--- src/rtl/multicycle_controller.sv ---
// Control FSM for the multicycle MIPS datapath: sequences each instruction and
// drives every datapath select/enable plus the 3-bit ALU operation code.
module multicycle_controller #(
   parameter int S_W = 4
) (
   input  logic           clk,
   input  logic           rst_n,
   input  logic [5:0]     op,
   input  logic [5:0]     funct,
   input  logic           zero,
   output logic           iord,
   output logic           memwrite,
   output logic           irwrite,
   output logic           regdst,
   output logic           memtoreg,
   output logic           regwrite,
   output logic           alusrca,
   output logic [1:0]     alusrcb,
   output logic [2:0]     alucontrol,
   output logic [1:0]     pcsrc,
   output logic           pcen,
   output logic [S_W-1:0] state
);

   localparam logic [S_W-1:0] FETCH    = S_W'(0);
   localparam logic [S_W-1:0] DECODE   = S_W'(1);
   localparam logic [S_W-1:0] MEMADR   = S_W'(2);
   localparam logic [S_W-1:0] MEMRD    = S_W'(3);
   localparam logic [S_W-1:0] MEMWB    = S_W'(4);
   localparam logic [S_W-1:0] MEMWR    = S_W'(5);
   localparam logic [S_W-1:0] EXECUTE  = S_W'(6);
   localparam logic [S_W-1:0] ALUWB    = S_W'(7);
   localparam logic [S_W-1:0] BRANCH   = S_W'(8);
   localparam logic [S_W-1:0] ADDIEXEC = S_W'(9);
   localparam logic [S_W-1:0] ADDIWB   = S_W'(10);
   localparam logic [S_W-1:0] JUMP     = S_W'(11);

   localparam logic [5:0] OP_RTYPE = 6'b000000;
   localparam logic [5:0] OP_LW    = 6'b100011;
   localparam logic [5:0] OP_SW    = 6'b101011;
   localparam logic [5:0] OP_BEQ   = 6'b000100;
   localparam logic [5:0] OP_ADDI  = 6'b001000;
   localparam logic [5:0] OP_J     = 6'b000010;

   logic [S_W-1:0] next_state;
   logic           pcwrite;
   logic           branch;

   // Unrecognised funct codes fall back to add so the instruction still retires.
   function automatic logic [2:0] funct_to_alu(input logic [5:0] f);
      case (f)
         6'b100000: return 3'b010;
         6'b100010: return 3'b110;
         6'b100100: return 3'b000;
         6'b100101: return 3'b001;
         6'b101010: return 3'b111;
         default:   return 3'b010;
      endcase
   endfunction

   always_ff @(posedge clk) begin
      if (!rst_n) state <= FETCH;
      else        state <= next_state;
   end

   always_comb begin
      next_state = FETCH;
      case (state)
         FETCH:  next_state = DECODE;
         DECODE: begin
            case (op)
               OP_LW, OP_SW: next_state = MEMADR;
               OP_RTYPE:     next_state = EXECUTE;
               OP_BEQ:       next_state = BRANCH;
               OP_ADDI:      next_state = ADDIEXEC;
               OP_J:         next_state = JUMP;
               default:      next_state = FETCH;
            endcase
         end
         MEMADR:   next_state = (op == OP_SW) ? MEMWR : MEMRD;
         MEMRD:    next_state = MEMWB;
         EXECUTE:  next_state = ALUWB;
         ADDIEXEC: next_state = ADDIWB;
         default:  next_state = FETCH;
      endcase
   end

   always_comb begin
      iord       = 1'b0;
      memwrite   = 1'b0;
      irwrite    = 1'b0;
      regdst     = 1'b0;
      memtoreg   = 1'b0;
      regwrite   = 1'b0;
      alusrca    = 1'b0;
      alusrcb    = 2'b00;
      alucontrol = 3'b010;
      pcsrc      = 2'b00;
      pcwrite    = 1'b0;
      branch     = 1'b0;
      case (state)
         FETCH: begin
            irwrite = 1'b1;
            pcwrite = 1'b1;
            alusrcb = 2'b01;
         end
         DECODE:   alusrcb = 2'b11;
         MEMADR: begin
            alusrca = 1'b1;
            alusrcb = 2'b10;
         end
         MEMRD:    iord = 1'b1;
         MEMWB: begin
            memtoreg = 1'b1;
            regwrite = 1'b1;
         end
         MEMWR: begin
            iord     = 1'b1;
            memwrite = 1'b1;
         end
         EXECUTE: begin
            alusrca    = 1'b1;
            alucontrol = funct_to_alu(funct);
         end
         ALUWB: begin
            regdst   = 1'b1;
            regwrite = 1'b1;
         end
         BRANCH: begin
            alusrca    = 1'b1;
            alucontrol = 3'b110;
            pcsrc      = 2'b01;
            branch     = 1'b1;
         end
         ADDIEXEC: begin
            alusrca = 1'b1;
            alusrcb = 2'b10;
         end
         ADDIWB:   regwrite = 1'b1;
         JUMP: begin
            pcsrc   = 2'b10;
            pcwrite = 1'b1;
         end
         default: ;
      endcase
      // Reset kills all writes immediately and parks the selects on their fetch values.
      if (!rst_n) begin
         iord       = 1'b0;
         memwrite   = 1'b0;
         irwrite    = 1'b0;
         regdst     = 1'b0;
         memtoreg   = 1'b0;
         regwrite   = 1'b0;
         alusrca    = 1'b0;
         alusrcb    = 2'b01;
         alucontrol = 3'b010;
         pcsrc      = 2'b00;
         pcwrite    = 1'b0;
         branch     = 1'b0;
      end
   end

   assign pcen = pcwrite | (branch & zero);

endmodule

--- config.mk ---
export PLATFORM = sky130hd
export DESIGN_NAME = multicycle_controller
export DESIGN_NICKNAME = d
export VERILOG_FILES = /design/src/rtl/multicycle_controller.sv
export SDC_FILE = /design/constraint.sdc
export NUM_CORES = 1
export LEC_CHECK = 0
export CAP_MARGIN = 20
export CORE_MARGIN = 1.5
export CORE_UTILIZATION = 34
export DETAILED_ROUTE_END_ITERATION = 6
export PLACE_DENSITY = 0.77
export SETUP_SLACK_MARGIN = 0.2
export SLEW_MARGIN = 20
export SYNTH_ARGS = -nofsm -noshare
export SYNTH_HDL_FRONTEND = slang
export SYNTH_SLANG_ARGS = --single-unit
--- constraint.sdc ---
create_clock -name clk -period 2.1 [get_ports clk]
set_input_delay 0.63 -clock clk [delete_from_list [all_inputs] [get_ports clk]]
set_output_delay 0.63 -clock clk [all_outputs]
set_load 0.005 [all_outputs]
==> impl_metrics.yaml, run 1 <==
place:
  detailed_place.area_mm2: 0.00101
  place.detailed.hpwl_mm: 1.32
  place_congestion: 0.774
  port-buffer-count: 33
yosys:
  synth_warnings: 0
  netlist_top_cells_area: "dfxtp_1 16%, nor2_1 7.3%, nand2b_1 6.1%"
  netlist_area_um2: 513
  synthDominantAreaCellType: "dfxtp_1"
  netlist.area_leader.share_pct: 15.6
  postSynthAreaPerCell_um2: 6.66
  synth.distinct_cells: 33
  synthesized_flop_and_latch_total: 4
  synthCells: 77
  part_of_the_yosys_area_used_for_sequential_elements_pct: 15.6
  synthesized_net_count: 92
cts:
  clock-sinks: 4
  cts_bufs_inserted: 3
  htree_levels: 1
  clock_tree.buffer_depth: 2
  clk_root_buffer_cell: "clkbuf_4"
outcome:
  haltStage: "global routing (5_1_grt)"
  error: "[ERROR DPL-0033] detailed placement checks failed during check placement."
  run_status: "did not finish"
grt:
  grt_max_degree: 8
  grt_antenna_before_repair: 0
floorplanning:
  chipWidth_um: 41.8
  ios: 34
  initial_core_utilization_pct: 38.0
  die_h_um: 41.8
  num_rows: 13
sta:
  pin_category_terminating_the_worst_setup_path_after_the_last_repair: "output port"
  postGrtWorstEndpoint: "alucontrol[0]"
timing repair:
| item | in CTS |
|---|---|
| resized for setup | 117 |
| pin swaps | 15 |
| setup endpoints to repair | 17 |
| setup buffers | 12 |
| hold buffers | 0 |
synthesized netlist by cell type:
cell type	count
or2_1	2
buf_2	2
a21oi_1	6
o31ai_1	2
a31oi_1	1
xor2_1	1
nand3_1	2
o21a_1	1
nor3b_1	3
nand2b_1	5
and4_1	1
inv_1	3
nor4bb_1	1
nor3_1	3
nor4_1	1
a32oi_1	1
nand4_1	1
nor3_2	1
a22oi_1	2
nor2b_1	5
nand3b_1	2
o21ai_0	4
dfxtp_1	4
xnor2_1	1
and3_1	1
nor2_1	10
clkbuf_1	3
o21ai_1	1
or3_2	1
a2111oi_2	1
and4b_1	1
nand2_1	3
a311oi_1	1
cells by family after synthesis:
group                     share of synthesized area [%]
xor gates and xnor gates                           3.42
and+or+nand+nor                                    49.0
buffers and inverters                              6.34
DFF                                                15.6
AOI/OAI and AO/OA                                  25.6
through the flow:
stage / hold slack [ns] / utilization [%] / setup WS, ns / std cells
4_1_cts: 0.638 / 86.3 / 0.0410 / 156
3_5_place_dp: 0.609 / 75.2 / -0.808 / 141
3_3_place_gp: 0.596 / 75.2 / -0.780 / 141
2_1_floorplan: 0.592 / - / 0.198 / 77
==> run 2, diff against run 1 <==
Settings changed: CORE_AREA set to 2 2 63 65, CORE_MARGIN 1.5 to unset, CORE_UTILIZATION 34 to unset, DIE_AREA set to 0 0 65 67, PLACE_DENSITY 0.77 to unset, PLACE_DENSITY_LB_ADDON set to 0.15, SETUP_SLACK_MARGIN 0.2 to unset.
==> run 2 against run 1 <==
Effect of this change: the run now ends clean; area after synthesis stayed put; synthesized cell count stayed put.
==> impl_metrics.yaml, run 2 <==
layout:
  final_cell_count_no_fill: 185
  synthToLayoutAreaGrowth_pct: 133
  mostFrequentLayoutCell: "buf_4"
  antenna_cells: 0
  largest_reg_flops: 4
  most-common-layout-cells: "27 x buf_4, 10 x clkdlybuf4s50_1, 9 x nor2_1"
  layout_top_registers: "state x4"
  design.final.nets: 154
  drive_gt1_share_pct: 47.4
  finalInstanceArea_mm2: 0.00119
  regMostFlops: "state"
drt:
  post-route-drc-count: 0
  routed-via-count: 780
  route.final.wire_length_mm: 2.26
  vias_per_cell: 4.22
  detail-route-antenna-nets: 0
  route.detailed.wl_per_inst_um: 12.2
  first_iter_violations: 49
  drt_first_pass_iters: 4
worst_setup_path:
  regToRegEndpoint: "state[0]"
  critical_path.max_fanout: 2
  r2r_setup_slack_ns: 0.49
  timing.critical_path.from_type: "primary input"
  worst_setup_path_end_kind: "output port"
  worst-endpoint-required_ns: 1.47
  rr_worst_depth: 6
  rr_startpoint: "state[1]"
  crit_path_kind: "primary input to output port"
  worst_ep_arrival_time_ns: 1.41
place:
  numPlacedInstances: 177
  port-buffer-count: 33
  place.detailed.hpwl_mm: 1.72
  place_congestion: 0.710
  detailed_place.area_mm2: 0.00106
  detailedPlace.worstSlack_ns: -0.922
cts:
  cts_bufs_inserted: 3
  htree_levels: 1
  clock_tree.buffer_depth: 2
  clk_root_buffer_cell: "clkbuf_8"
  clk_latency_ns: 0.22
  path_clk_slew_ns: 0.04
  clock-sinks: 4
  tritoncts_clock_tree: "done"
grt:
  grt_max_degree: 11
  grt_pass1_vias: 792
  grt_antenna_before_repair: 0
  groute.usage.overall_pct: 11.3
  grt_overflow_total: 0
  global_route_wire_length_before_repair_mm: 3.77
sta:
  clock.fmax_mhz: 491
  finalClockSkew_ns: 0.00459
  final_report_setup_violation_count: 0
  tightestPinTransition_ns: 0.397
  slew_viol_final: 0
  timing.slew.headroom_pct: 73.3
  timing_hold_violations_final: 0
  final_min_period_over_clock_period_pct: 96.9
  worst_slack_ns: 0.0643
  final.min_clock_period_ns: 2.04
  rsz0062_at_grt: "true"
yosys:
  netlist_top_cells_area: "dfxtp_1 16%, nor2_1 7.3%, nand2b_1 6.1%"
  postSynthAreaPerCell_um2: 6.66
  synth.most_common_cell: "nor2_1"
  synth.distinct_cells: 33
  synthDominantAreaCellType: "dfxtp_1"
  netlist.area_leader.share_pct: 15.6
  synth.top_cells.by_count: "10 x nor2_1, 6 x a21oi_1, 5 x nand2b_1, 5 x nor2b_1"
  netlist_area_um2: 513
  postSynth.topFlopCell: "dfxtp_1"
  part_of_the_yosys_area_used_for_sequential_elements_pct: 15.6
  synthesized_net_count: 92
  synthesized_flop_and_latch_total: 4
  synth_warnings: 0
  synthCells: 77
  synth-async-reset-ratio_pct: 0
  count_of_flip_flops_with_a_built_in_enable_after_synthesis: 0
hold_path:
  worstHoldStart: "state[0]"
  min_delay_worst_endpoint: "state[0]"
  holdCritPathClass: "flip-flop to flip-flop"
  hold_depth: 2
floorplanning:
  fp.coreArea_mm2: 0.00361
  die-area_mm2: 0.00436
  initial_core_utilization_pct: 14.2
  ios: 34
  chipWidth_um: 65
  num_rows: 22
  die_h_um: 67
power:
  fin_total_pwr_mw: 0.367
  peakVddDrop_mv: 0.151
  cellLeakagePower_nw: 0.524
  power.density_cell_area_mw_per_mm2: 307
flow_run:
  maxCapViolCount: 0
outcome:
  run_status: "completed"
## run 2: cell counts after synthesis
No cell type changed its count.
## run 2: metal layers
| layer | vias to the layer above | global-route usage [%] | part of all wire, % |
|---|---|---|---|
| met3 | 0 | 2.36 | 6.8 |
| met2 | 32 | 20.5 | 53 |
| li1 | 404 | - | - |
| met1 | 344 | 13.3 | 40 |
| met5 | - | 0 | 0 |
| met4 | 0 | 3.19 | 0 |
## run 2: critical path: stages
cell	delay, ns
buf_4	0.11
nand2_4	0.06
nor4bb_4	0.30
buf_4	0.15
nand2_1	0.04
buf_2	0.12
## run 2: kinds of logic (layout without fill, tap and decap cells)
group / after synthesis / in the layout / share of synthesized area, %
and+or+nand+nor: 43 / 43 / 49.0
buffers and inverters: 8 / 68 / 6.34
DFF: 4 / 4 / 15.6
AOI/OAI and AO/OA: 20 / 20 / 25.6
xor gates and xnor gates: 2 / 2 / 3.42
## run 2: report_power, final
part           internal, mW  switching [mW]
registers            0.0784         0.00653
logic                0.0671          0.0477
clock network         0.123          0.0444
total                 0.268          0.0987
## run 2: worst max path at each step
stage,start,end,depth (start not counted)
finish,rst_n,alucontrol[1],6
global route,state[2],alucontrol[0],5
CTS,funct[3],alucontrol[0],5
detailed placement,funct[5],alucontrol[0],5
global placement,funct[5],alucontrol[0],5
floorplan,rst_n,alucontrol[0],4
## run 2: what timing repair did
item / CTS / global route
pin swaps: 7 / 8
setup endpoints to repair: 15 / 10
hold buffers: 0 / 0
gates resized for setup: 61 / 30
buffers inserted: 1 / 4
## run 2: through the flow
step	util [%]	TNS [ns]	hold WS [ns]
2_1_floorplan	-	0	0.592
3_5_place_dp	29.5	-8.77	0.732
3_3_place_gp	29.5	-8.77	0.721
4_1_cts	31.2	-0.00276	0.698
6_report	33.1	0	0.697
5_1_grt	33.1	-0.0386	0.749
## run 2: final cells by class
cell class                      instances  area, µm²
Timing Repair Buffer                   62        500
Tap cell                               48       60.1
Clock buffer                            3       41.3
Sequential cell                         4       87.6
Multi-Input combinational cell         65        493
Inverter                                3       11.3
Fill cell                             409       2410
Note: power is estimated with default switching activity, not from simulation.
==> run 3, diff against run 2 <==
Clock period 2.1 ns to 1.6 ns, I/O delays scaled along.
==> run 3 against run 2 <==
Effect of this change: routed wire length is 8.7% higher; clock skew is 0.0042 ns lower; sequential share of layout area shrank 0.97 points; the run now ends with setup timing left; critical path type is now flip-flop to output port; cell count grew 11%; flip-flop and latch count is the same; worst setup slack worse by 0.31 ns; core utilization increased by 7.3 points.
==> impl_metrics.yaml, run 3 (synthesized netlist as in run 2, its figures left out) <==
cts:
  hold_buf_cts: 0
  clk_latency_ns: 0.21
  tritoncts_clock_tree: "done"
  cts_bufs_inserted: 3
  clock-sinks: 4
  path_clk_slew_ns: 0.03
  htree_levels: 1
  clock_tree.buffer_depth: 2
  clk_root_buffer_cell: "clkbuf_8"
floorplanning:
  chipWidth_um: 65
  initial_core_utilization_pct: 14.2
  ios: 34
  fp.coreArea_mm2: 0.00361
  die-area_mm2: 0.00436
  die_h_um: 67
  num_rows: 22
worst_setup_path:
  worst_ep_arrival_time_ns: 1.36
  worst-endpoint-required_ns: 1.12
  regToRegEndpoint: "state[1]"
  rr_worst_depth: 9
  crit_path_kind: "flip-flop to output port"
  rr_startpoint: "state[1]"
  setup.worst_path.start: "state[2]"
  r2r_setup_slack_ns: 0.11
  timing.critical_path.from_type: "flip-flop"
  worst_setup_path_end_kind: "output port"
  critical_path.max_fanout: 2
power:
  power.density_cell_area_mw_per_mm2: 357
  cellLeakagePower_nw: 0.669
  peakVddDrop_mv: 0.286
  fin_total_pwr_mw: 0.519
sta:
  rsz0062_at_grt: "true"
  finalClockSkew_ns: 0.000354
  final_min_period_over_clock_period_pct: 115
  final_report_setup_violation_count: 15
  timing.slew.headroom_pct: 82.8
  final.min_clock_period_ns: 1.84
  slew_viol_final: 0
  worst_slack_ns: -0.241
  tightestPinTransition_ns: 0.258
  timing_hold_violations_final: 0
  clock.fmax_mhz: 543
  setup_tns_ns: -1.59
drt:
  routed-via-count: 871
  vias_per_cell: 4.25
  route.detailed.wl_per_inst_um: 12.0
  detail-route-antenna-nets: 0
  drt_first_pass_iters: 3
  first_iter_violations: 7
  post-route-drc-count: 0
  route.final.wire_length_mm: 2.46
place:
  detailed_place.area_mm2: 0.00112
  place_congestion: 0.709
  place.detailed.hpwl_mm: 1.70
  port-buffer-count: 33
layout:
  finalInstanceArea_mm2: 0.00146
  mostFrequentLayoutCell: "buf_4"
  drive_gt1_share_pct: 66.9
  design.final.nets: 174
  postLayoutCoreUtil_pct: 40.4
  regMostFlops: "state"
  antenna_cells: 0
  most-common-layout-cells: "31 x buf_4, 20 x buf_2, 17 x buf_6"
  largest_reg_flops: 4
  layout_top_registers: "state x4"
  synthToLayoutAreaGrowth_pct: 184
grt:
  groute.usage.overall_pct: 11.4
  grt_overflow_total: 0
  grt_max_degree: 9
  grt_antenna_before_repair: 0
  grt_pass1_vias: 877
  global_route_wire_length_before_repair_mm: 3.84
hold_path:
  worstHoldStart: "state[0]"
  holdCritPathClass: "flip-flop to flip-flop"
  min_delay_worst_endpoint: "state[0]"
  hold_depth: 2
flow_run:
  maxCapViolCount: 0
outcome:
  failing_checks: "setup timing"
  run_status: "finished, violations left"
## run 3: changes by cell type in the layout (fill, tap and decap cells not counted), sizes merged
cell / previous run / this run
clkdlybuf4s15: 2 / 1
clkdlybuf4s50: 10 / 0
buf: 38 / 69
clkbuf: 6 / 3
dlygate4sd2: 8 / 11
## run 3: power breakdown
part,internal [mW],switching [mW]
clock network,0.160,0.0481
logic,0.119,0.0829
registers,0.101,0.00864
total,0.380,0.140
## run 3: area by class of cell
type / instances / area, µm²
clock buffers: 3 / 41.3
fillers: 375 / 2150
inverters: 3 / 13.8
multi-input cells: 65 / 584
flip-flops and latches: 4 / 92.6
well taps: 48 / 60.1
repair buffers: 82 / 663
## run 3: per-layer routing
| layer | up-vias | GRT usage, % | part of all wire [%] |
|---|---|---|---|
| met1 | 400 | 11.3 | 40 |
| met3 | 0 | 3.38 | 6.2 |
| met2 | 28 | 23.6 | 54 |
| met5 | - | 0 | 0 |
| li1 | 443 | - | - |
| met4 | 0 | 1.60 | 0 |
## run 3: per-stage QoR
step,std cells,setup WS [ns],hold slack [ns]
2_1_floorplan,77,0.00470,0.592
3_3_place_gp,181,-0.977,0.757
3_5_place_dp,181,-1.01,0.765
4_1_cts,201,-0.261,0.625
5_1_grt,205,-0.346,0.661
6_report,205,-0.241,0.636
## run 3: worst max path at each step
stage | slack (ns) | depth (start not counted) | endpoint
floorplan | 0.005 | 4 | alucontrol[0]
global placement | -0.98 | 5 | alucontrol[2]
detailed placement | -1.01 | 5 | alucontrol[2]
CTS | -0.26 | 7 | alucontrol[2]
global route | -0.35 | 5 | alucontrol[0]
finish | -0.24 | 5 | alucontrol[0]
## run 3: critical path: stages, from the launching register on
cell      delay (ns)
dfxtp_2         0.32
nor2b_4         0.18
nand2_4         0.08
nor4bb_4        0.27
nor2b_2         0.18
buf_2           0.11
## run 3: timing repair
item / 4_1_cts / 5_1_grt
setup endpoints to repair: 23 / 17
resized for setup: 128 / 22
pin swaps: 17 / 14
setup buffers: 16 / 5
cloned: 1 / 0
